==> config.mk <==
export PLATFORM = sky130hd
export DESIGN_NAME = motor_pos_ctrl
export DESIGN_NICKNAME = d
export VERILOG_FILES = /design/src/rtl/motor_pos_ctrl.sv
export SDC_FILE = /design/constraint.sdc
export NUM_CORES = 1
export LEC_CHECK = 0
export CORE_MARGIN = 1
export CORE_UTILIZATION = 40
export CTS_BUF_LIST = sky130_fd_sc_hd__clkbuf_4 sky130_fd_sc_hd__clkbuf_8
export DETAILED_ROUTE_END_ITERATION = 16
export DONT_BUFFER_PORTS = 1
export PLACE_DENSITY_LB_ADDON = 0.25
export SLEW_MARGIN = 20
export SYNTH_ARGS = -nofsm -noshare
export SYNTH_HDL_FRONTEND = slang
export SYNTH_SLANG_ARGS = --single-unit
==> constraint.sdc <==
create_clock -name clk -period 4.7 [get_ports clk]
set_input_delay 0 -clock clk [delete_from_list [all_inputs] [get_ports clk]]
set_output_delay 0 -clock clk [all_outputs]
set_load 0.02 [all_outputs]
==> src/rtl/motor_pos_ctrl.sv <==
`default_nettype none
// +----------------------------------------------------------------------------+
// | motor_pos_ctrl                                                             |
// | Single-axis DC motor position controller: filtered encoder, clamped        |
// | target, saturating position and latched stall fault.                       |
// | Revision: 1.0                                                              |
// +----------------------------------------------------------------------------+
module motor_pos_ctrl #(
  parameter int POS_W        = 8,
  parameter int PPR          = 24,
  parameter int MAX_POS      = 95,
  parameter int FILT_CYCLES  = 131072,
  parameter int STALL_CYCLES = 16777216
) (
  input  logic             clk,
  input  logic             rst_n,
  input  logic             load,
  input  logic [POS_W-1:0] target_pos,
  input  logic             abort,
  input  logic             fault_clr,
  input  logic             encoder,
  output logic             en,
  output logic [1:0]       ctl,
  output logic             done,
  output logic             fault,
  output logic [POS_W-1:0] cur_pos,
  output logic [1:0]       state_dbg
);

  localparam int c_FILT_W  = (FILT_CYCLES < 2) ? 1 : $clog2(FILT_CYCLES);
  localparam int c_PPR_W   = $clog2(PPR);
  localparam int c_STALL_W = (STALL_CYCLES < 2) ? 1 : $clog2(STALL_CYCLES + 1);

  localparam logic [c_FILT_W-1:0]  c_FILT_LAST = c_FILT_W'(FILT_CYCLES - 1);
  localparam logic [c_PPR_W-1:0]   c_PPR_LAST  = c_PPR_W'(PPR - 1);
  localparam logic [c_STALL_W-1:0] c_STALL_MAX = c_STALL_W'(STALL_CYCLES);
  localparam logic [POS_W-1:0]     c_MAX_POS   = POS_W'(MAX_POS);

  localparam logic [1:0] c_IDLE  = 2'd0;
  localparam logic [1:0] c_MOVE  = 2'd1;
  localparam logic [1:0] c_DONE  = 2'd2;
  localparam logic [1:0] c_FAULT = 2'd3;

  logic [1:0]           r_sync;
  logic                 r_filt;
  logic                 r_filt_d;
  logic [c_FILT_W-1:0]  r_filt_cnt;
  logic [1:0]           r_state;
  logic [1:0]           w_next;
  logic [POS_W-1:0]     r_pos;
  logic [POS_W-1:0]     r_tgt;
  logic                 r_dir;
  logic [c_PPR_W-1:0]   r_pulse;
  logic [c_STALL_W-1:0] r_stall;
  logic                 w_strobe;
  logic                 w_accept;
  logic                 w_stall_hit;
  logic [POS_W-1:0]     w_tgt_clamp;

  // The filtered level only moves after FILT_CYCLES uninterrupted disagreements.
  always_ff @(posedge clk or negedge rst_n) begin
    if (!rst_n) begin
      r_sync     <= '0;
      r_filt     <= 1'b0;
      r_filt_d   <= 1'b0;
      r_filt_cnt <= '0;
    end else begin
      r_sync   <= {r_sync[0], encoder};
      r_filt_d <= r_filt;
      if (r_sync[1] == r_filt) begin
        r_filt_cnt <= '0;
      end else if (r_filt_cnt == c_FILT_LAST) begin
        r_filt     <= ~r_filt;
        r_filt_cnt <= '0;
      end else begin
        r_filt_cnt <= r_filt_cnt + c_FILT_W'(1);
      end
    end
  end

  assign w_strobe    = r_filt & ~r_filt_d;
  assign w_tgt_clamp = (target_pos > c_MAX_POS) ? c_MAX_POS : target_pos;
  assign w_accept    = (r_state == c_IDLE) && load && !abort;
  // A strobe landing on the expiry cycle clears the stall count, so it suppresses the fault.
  assign w_stall_hit = (STALL_CYCLES != 0) && (r_stall == c_STALL_MAX) && !w_strobe;

  always_ff @(posedge clk or negedge rst_n) begin
    if (!rst_n) begin
      r_state <= c_IDLE;
    end else begin
      r_state <= w_next;
    end
  end

  always_comb begin
    w_next = r_state;
    case (r_state)
      c_IDLE: begin
        if (w_accept) begin
          w_next = (r_pos == w_tgt_clamp) ? c_DONE : c_MOVE;
        end
      end
      c_MOVE: begin
        if (abort) begin
          w_next = c_IDLE;
        end else if (r_pos == r_tgt) begin
          w_next = c_DONE;
        end else if (w_stall_hit) begin
          w_next = c_FAULT;
        end
      end
      c_DONE: begin
        if (!load || abort) begin
          w_next = c_IDLE;
        end
      end
      c_FAULT: begin
        if (fault_clr && !load) begin
          w_next = c_IDLE;
        end
      end
      default: w_next = c_IDLE;
    endcase
  end

  always_ff @(posedge clk or negedge rst_n) begin
    if (!rst_n) begin
      r_pos   <= '0;
      r_tgt   <= '0;
      r_dir   <= 1'b0;
      r_pulse <= '0;
      r_stall <= '0;
    end else if (w_accept) begin
      r_tgt   <= w_tgt_clamp;
      r_dir   <= (r_pos > w_tgt_clamp);
      r_pulse <= '0;
      r_stall <= '0;
    end else if (r_state == c_MOVE) begin
      if (w_strobe) begin
        r_stall <= '0;
        if (r_pulse == c_PPR_LAST) begin
          r_pulse <= '0;
          if (r_dir) begin
            if (r_pos != '0) r_pos <= r_pos - POS_W'(1);
          end else begin
            if (r_pos != c_MAX_POS) r_pos <= r_pos + POS_W'(1);
          end
        end else begin
          r_pulse <= r_pulse + c_PPR_W'(1);
        end
      end else if (r_stall != c_STALL_MAX) begin
        r_stall <= r_stall + c_STALL_W'(1);
      end
    end
  end

  always_comb begin
    en        = (r_state == c_MOVE);
    ctl       = 2'b00;
    done      = (r_state == c_DONE);
    fault     = (r_state == c_FAULT);
    cur_pos   = r_pos;
    state_dbg = r_state;
    if (r_state == c_MOVE) begin
      ctl = r_dir ? 2'b01 : 2'b10;
    end
  end

endmodule
`default_nettype wire
==> results of run 1 <==
-- timing repair --
item / in CTS / in global routing
setup endpoints to repair: 0 / 0
hold buffers: 14 / 0
hold endpoints to repair: 79 / 0
-- routing by layer --
metal,vias to the layer above,wire length (µm)
li1,1570,-
met1,1521,4160
met2,53,4120
met3,11,323
met4,0,95
met5,-,0
-- final timing paths --
kind | to | slack [ns] | cells past startpoint
worst max-delay path | r_stall[6]$_DFFE_PN0P_ | 2.01 | 6
worst min-delay path | r_tgt[1]$_DFFE_PN0P_ | 0.03 | 3
worst max register to register | r_stall[6]$_DFFE_PN0P_ | 2.01 | 6
worst min register to register | r_sync[1]$_DFF_PN0_ | 0.36 | 0
max in group asynchronous | r_filt_cnt[12]$_DFF_PN0_ | 4.19 | 2
min in group asynchronous | r_stall[6]$_DFFE_PN0P_ | 0.20 | 2
-- through the flow --
stage | hold slack [ns] | cell area [µm²]
2_1_floorplan | -0.296 | 4040
3_3_place_gp | -0.294 | 4150
3_5_place_dp | -0.294 | 4150
4_1_cts | 0.00753 | 4560
5_1_grt | 0.0331 | 4570
6_report | 0.0271 | 4570
-- critical path, delay by kind of cell, from the launching register on --
family / cells / cell delay [ns]
DFF: 1 / 0.72
AOI/OAI and AO/OA: 2 / 0.96
and+or+nand+nor: 3 / 0.66
buffers and inverters: 1 / 0.22
-- kinds of logic after synthesis --
logic type      Yosys count  synth area share
flops                    70             0.434
buf+inv                  30            0.0316
fa+ha+maj                20            0.0638
simple gates            166             0.223
compound gates           92             0.143
mux                      12            0.0325
xor+xnor                 33            0.0715
other cells               1          0.000928
-- power by group --
part,switching [mW],internal [mW]
logic,0.242,0.145
registers,0.124,0.688
clock network,0.243,0.372
total,0.609,1.20
-- state kept, by name, summed over array words and instances (netlist names) --
signal and count:
r_pulse 5, r_filt_d 1, r_tgt 8, state_dbg 2
r_dir 1, r_stall 25, cur_pos 8, r_sync 2
r_filt 1, r_filt_cnt 17
-- synth_stat cells (2+ instances only) --
library cell / n / area share
nand4_1: 13 / 0.020
o2111ai_1: 3 / 0.0065
a31oi_1: 3 / 0.0046
ha_1: 19 / 0.059
dfrtp_1: 70 / 0.43
nor4_1: 9 / 0.014
inv_1: 16 / 0.015
nor2b_1: 5 / 0.0077
clkbuf_1: 8 / 0.0074
o21ai_0: 11 / 0.014
a22o_1: 2 / 0.0043
mux2_2: 4 / 0.011
and2_1: 5 / 0.0077
a21oi_1: 25 / 0.031
or4_1: 5 / 0.0093
o41ai_1: 2 / 0.0043
xor2_1: 22 / 0.048
nor2_1: 44 / 0.041
nand2b_1: 5 / 0.0077
or3_1: 12 / 0.019
mux2i_1: 3 / 0.0074
o31ai_1: 5 / 0.0093
a21o_1: 7 / 0.013
buf_2: 3 / 0.0037
o211ai_1: 4 / 0.0074
nand2_1: 23 / 0.021
o21a_1: 3 / 0.0056
o21ai_1: 15 / 0.019
nor3_1: 6 / 0.0074
and3_1: 9 / 0.014
mux2_1: 5 / 0.014
a211oi_1: 5 / 0.0093
nand3_1: 16 / 0.020
xnor2_1: 11 / 0.024
and4_1: 5 / 0.011
-- layout make-up --
cell class / instances / share of cell area
timing repair buffer: 15 / 0.0361
clock inverter: 6 / 0.0254
clock buffer: 10 / 0.0301
multi-input combinational: 324 / 0.475
tap: 133 / 0.0364
inverter: 17 / 0.0140
sequential: 70 / 0.383
==> impl_metrics.py, run 1 <==
metrics = {
    "run_status": {
        "status": "finished, final reports clean",
    },
    "setup_path": {
        "reg2reg_from": "state_dbg[1]$_DFFE_PN0P_",
        "cp.arrival_ns": 2.89,
        "crit_type": "reg2reg",
        "cp-start-kind": "flip-flop",
        "startpoint": "state_dbg[1]$_DFFE_PN0P_",
        "required_ns": 4.90,
        "crit_chain": "nor4b_4, buf_4, or2_1, o31ai_2, or4_1, a21oi_1",
        "slowest_stage": "o31ai_2",
        "slowest_delay_ns": 0.89,
        "worstPathMaxFanout": 19,
        "cp-end-kind": "flip-flop",
    },
    "synth": {
        "syn_area_um2": 4040,
        "synth_edf_count": 0,
        "ys_ff_latch": 70,
        "synth_ff_type": "dfrtp_1",
        "syn_inst": 424,
        "seq_area_frac_synth": 0.434,
        "synth_nets": 458,
        "ys_warn_count": 0,
        "yosys.cell_types.count": 56,
        "synth_async_sr_flop_share": 1.00,
        "synth.avg_cell_area_um2": 9.53,
    },
    "sta": {
        "fin_setup_tns_ns": 0,
        "setup_viol": 0,
        "max_slew_margin": 0.327,
        "period_minus_slack_ns": 2.69,
        "finalCritPeriodShare": 0.573,
        "hold_viol": 0,
        "clock_skew_ns": 0.0144,
        "slew_violations": 0,
        "setup_ws_ns": 2.01,
        "tightest_slew_ns": 1.00,
        "max_freq_ghz": 0.371,
        "rsz0062_at_grt": "no",
    },
    "clock_tree": {
        "cts_buffer_depth": 2,
        "cts_root_buffer": "clkbuf_8",
        "tritoncts.num_buffers": 9,
        "path_clk_slew_ns": 0.08,
        "h-tree-depth": 3,
        "cts_resized": 0,
        "post_cts.repair.setup_buffers": 0,
        "cts.sinks": 70,
        "clkLatencyLatePin_ns": 0.35,
        "cts_tree": "yes",
    },
    "die": {
        "start_util": 0.413,
        "ioPinCount": 29,
        "fp.coreArea_um2": 9770,
        "die_h_um": 103,
        "dieArea_um2": 10500,
        "row_count": 36,
        "die_w_um": 103,
    },
    "global_routing": {
        "grt_pass1_wl_mm": 14.7,
        "grt.busiest_layer": "met2",
        "antenna_found_initial": 0,
        "grt_util_met2": 0.286,
        "first_global_vias": 3067,
        "grt_max_degree": 71,
        "grtUsageMet3": 0.0508,
        "groute.layer.met1.usage": 0.242,
        "grt-ovfl-total": 0,
        "grt_usage": 0.180,
    },
    "layout": {
        "multi_input_area_um2": 2170,
        "area_growth_pct": 13.2,
        "fillCellCount": 927,
        "fin_util": 0.468,
        "layout_common_cells": "dfrtp_1 (70), nor2_1 (43), a21oi_1 (25), nand2_1 (23), xor2_1 (22)",
        "layout_commonest_cell": "dfrtp_1",
        "nNetsFinal": 471,
        "drive_gt1_frac": 0.0656,
        "seqCellArea_um2": 1750,
        "diodes": 0,
        "finalNonFillerCells": 575,
    },
    "hold_path": {
        "worstHoldStart": "target_pos[7]",
        "min_path_type": "in2reg",
    },
    "power_and_ir_drop": {
        "leakage_nw": 2.02,
        "power_mw": 1.81,
        "powerDensity_nw_per_um2": 397,
        "ir_worst_vdd_mv": 0.147,
    },
    "place": {
        "dp_slack_ns": 1.98,
        "hpwl_mm": 6.07,
        "dp_cells": 545,
        "io_buffers": 0,
        "gp_congestion": 0.809,
    },
    "detailed_routing": {
        "drt_iter0_drc": 113,
        "wl_per_cell_um": 15.1,
        "avgViaCountPerCell": 5.49,
        "drc": 0,
        "via_count": 3155,
        "antenna_left": 0,
        "dr.pass1.iters": 4,
        "drt_wl_total_mm": 8.70,
    },
    "run": {
        "cap_violations": 0,
    },
}
Note: power is estimated with default switching activity, not from simulation.
==> run 2: changes to the inputs <==
--- a/config.mk
+++ b/config.mk
@@ -5,6 +5,7 @@
 export SDC_FILE = /design/constraint.sdc
 export NUM_CORES = 1
 export LEC_CHECK = 0
+export ABC_AREA = 1
 export CORE_MARGIN = 1
 export CORE_UTILIZATION = 40
 export CTS_BUF_LIST = sky130_fd_sc_hd__clkbuf_4 sky130_fd_sc_hd__clkbuf_8
==> constraint.sdc (replaced) <==
create_clock -name clk -period 2.3 [get_ports clk]
set_input_delay 0 -clock clk [delete_from_list [all_inputs] [get_ports clk]]
set_output_delay 0 -clock clk [all_outputs]
set_load 0.02 [all_outputs]
==> impl_metrics.py, run 2 <==
metrics = {
    "sta": {
        "hold_slack_ns": 0.0458,
        "max_slew_margin": 0.649,
        "hold_viol": 0,
        "tightest_slew_ns": 0.527,
        "finalCritPeriodShare": 0.947,
        "clock_skew_ns": 0.0102,
        "fin_setup_tns_ns": 0,
        "max_freq_ghz": 0.459,
        "slew_violations": 0,
        "period_minus_slack_ns": 2.18,
        "setup_viol": 0,
    },
    "global_routing": {
        "grtUsageMet3": 0.0368,
        "grt.busiest_layer": "met2",
        "first_global_vias": 3690,
        "groute.layer.met1.usage": 0.252,
        "grt_usage": 0.185,
        "grt_pass1_wl_mm": 17.1,
        "grt-ovfl-total": 0,
        "grt_max_degree": 71,
        "grt_util_met2": 0.296,
        "antenna_found_initial": 0,
    },
    "layout": {
        "area_growth_pct": 14.1,
        "drive_gt1_frac": 0.100,
        "layout_commonest_cell": "nand2_1",
        "reg.largest.list": "r_stall x25, r_filt_cnt x17",
        "multi_input_area_um2": 2410,
        "diodes": 0,
        "largest_register_ffs": 25,
        "layout_common_cells": "nand2_1 (168), nor2_1 (76), inv_1 (73), dfrtp_1 (70), nand3_1 (37)",
        "fin_area_um2": 5130,
        "fillCellCount": 1067,
        "nNetsFinal": 679,
        "largest-register": "r_stall",
        "seqCellArea_um2": 1750,
        "fin_util": 0.471,
    },
    "power_and_ir_drop": {
        "p_sw_frac": 0.423,
        "p_sw_mw": 1.76,
        "seqPwrFrac": 0.430,
        "ir_worst_vdd_mv": 0.600,
        "clock_power_share": 0.225,
        "leakage_nw": 2.49,
        "power_mw": 4.17,
        "p_int_mw": 2.40,
        "pwr-share-comb": 0.346,
        "powerDensity_nw_per_um2": 813,
    },
    "synth": {
        "yosys.area.top_type": "dfrtp_1",
        "synth_edf_count": 0,
        "yosys.area.top_type_share": 0.390,
        "yosys.cell_types.count": 51,
        "synth_most_common_cell": "nand2_1",
        "synth_ff_type": "dfrtp_1",
        "syn_inst": 612,
        "synth_async_sr_flop_share": 1.00,
        "synth_nets": 646,
        "ys_warn_count": 0,
        "ys_ff_latch": 70,
        "synth.avg_cell_area_um2": 7.34,
        "syn_area_um2": 4490,
        "seq_area_frac_synth": 0.390,
        "synth_common_cells": "nand2_1 (168), nor2_1 (78), inv_1 (73)",
        "netlist_top_cells_area": "dfrtp_1 (39%), nand2_1 (14%), nor2_1 (6.5%), inv_1 (6.1%), ha_1 (5.3%)",
    },
    "die": {
        "fp.coreArea_um2": 10900,
        "ioPinCount": 29,
        "die_w_um": 108,
        "die_h_um": 108,
        "start_util": 0.413,
        "row_count": 38,
        "dieArea_um2": 11700,
    },
    "hold_path": {
        "min_path_type": "in2reg",
    },
    "place": {
        "io_buffers": 0,
        "placed_area_um2": 4680,
        "gp_congestion": 0.878,
        "hpwl_mm": 7.23,
    },
    "detailed_routing": {
        "drt_iter0_drc": 316,
        "avgViaCountPerCell": 5.02,
        "drc": 0,
        "antenna_left": 0,
        "wl_per_cell_um": 12.7,
        "dr.pass1.iters": 5,
        "via_count": 3965,
        "drt_wl_total_mm": 10.1,
    },
    "clock_tree": {
        "tritoncts.num_buffers": 9,
        "cts_root_buffer": "clkbuf_8",
        "cts.sinks": 70,
        "cts_tree": "yes",
        "h-tree-depth": 3,
        "path_clk_slew_ns": 0.09,
        "clkLatencyLatePin_ns": 0.35,
        "cts_buffer_depth": 2,
    },
    "setup_path": {
        "crit_type": "reg2reg",
        "cp.arrival_ns": 2.40,
        "cp-end-kind": "flip-flop",
        "worstPathMaxFanout": 10,
        "required_ns": 2.53,
        "cp-start-kind": "flip-flop",
    },
    "run": {
        "cap_violations": 0,
    },
    "run_status": {
        "status": "finished, final reports clean",
    },
}
## run 2: changes by cell type after synthesis, moves of 6 or more
cell	delta
nand2_1	+145
inv_1	+57
nor2_1	+34
nand3_1	+22
xor2_1	-16
or3_1	-12
o21ai_0	+9
o21ai_1	-9
and3_1	-8
nor4_1	-8
clkbuf_1	-6
inv_2	+6
## run 2: final timing paths
kind                                         start                  endpoint  slack [ns]  cells after the start
max                        r_filt_cnt[0]$_DFF_PN0_   r_filt_cnt[6]$_DFF_PN0_        0.12                     11
max in group asynchronous                    rst_n   r_stall[22]$_DFFE_PN0P_        1.81                      2
min in group asynchronous                    rst_n    cur_pos[3]$_DFFE_PN0P_        0.20                      2
min                                      fault_clr  state_dbg[1]$_DFFE_PN0P_        0.05                      6
min reg2reg                    r_sync[0]$_DFF_PN0_       r_sync[1]$_DFF_PN0_        0.35                      0
max reg2reg                r_filt_cnt[0]$_DFF_PN0_   r_filt_cnt[6]$_DFF_PN0_        0.12                     11
## run 2: area by class of cell
cell class / count / area share
Multi-Input combinational cell: 453 / 0.470
Sequential cell: 70 / 0.342
Inverter: 82 / 0.0615
Timing Repair Buffer: 29 / 0.0571
Tap cell: 140 / 0.0342
Clock buffer: 9 / 0.0242
Clock inverter: 7 / 0.0110
## run 2: critical path, stage by stage, from the launching register on
cell and delay [ns]:
dfrtp_1 0.41, ha_4 0.16, nand3_2 0.13, nor2_4 0.15, nand3_1 0.11, nor2_2 0.11
nand4_1 0.13, nor4_2 0.25, ha_2 0.24, or2_4 0.18, buf_12 0.13, nor3_1 0.05
## run 2: stage by stage
step / setup slack (ns) / cells
2_1_floorplan: 0.132 / 612
3_3_place_gp: 0.115 / 752
3_5_place_dp: -0.0101 / 752
4_1_cts: 0.0172 / 786
5_1_grt: -0.0266 / 790
6_report: 0.122 / 790
## run 2: cells by family (layout without fill, tap and decap cells)
family / after synthesis / count (layout) / synth area share
flip-flops: 70 / 70 / 0.390
AND/OR/NAND/NOR: 339 / 339 / 0.339
other: 1 / 1 / 0.000835
AO/OA/AOI/OAI: 76 / 76 / 0.0969
adder cells (fa/ha/maj): 20 / 20 / 0.0574
XOR/XNOR: 16 / 16 / 0.0312
buffers and inverters: 89 / 127 / 0.0822
multiplexers: 1 / 1 / 0.00223
## run 2: timing repair
action                                 CTS  global route
hold buffers                            18             0
endpoints found under the hold margin   81             0
setup endpoints to repair                5            15
pin swaps                                0             4
buffers inserted                         0             4
resized for setup                        2             7
## run 2: power by group through the flow
stage	Sequential, mW	Combinational [mW]	Clock [mW]
6_report	1.79	1.44	0.935
5_1_grt	1.84	1.65	1.03
4_1_cts	1.79	1.43	0.967
3_5_place_dp	1.81	1.31	0
3_3_place_gp	1.80	1.29	0
2_1_floorplan	1.74	1.12	0
## run 2: metal layers
metal  up-vias  routed length (µm)  part of all wire
li1       2048                   -                 -
met2        63                4660              0.46
met5         -                   0                 0
met1      1849                4900              0.49
met4         0                  65            0.0065
met3         5                 422             0.042
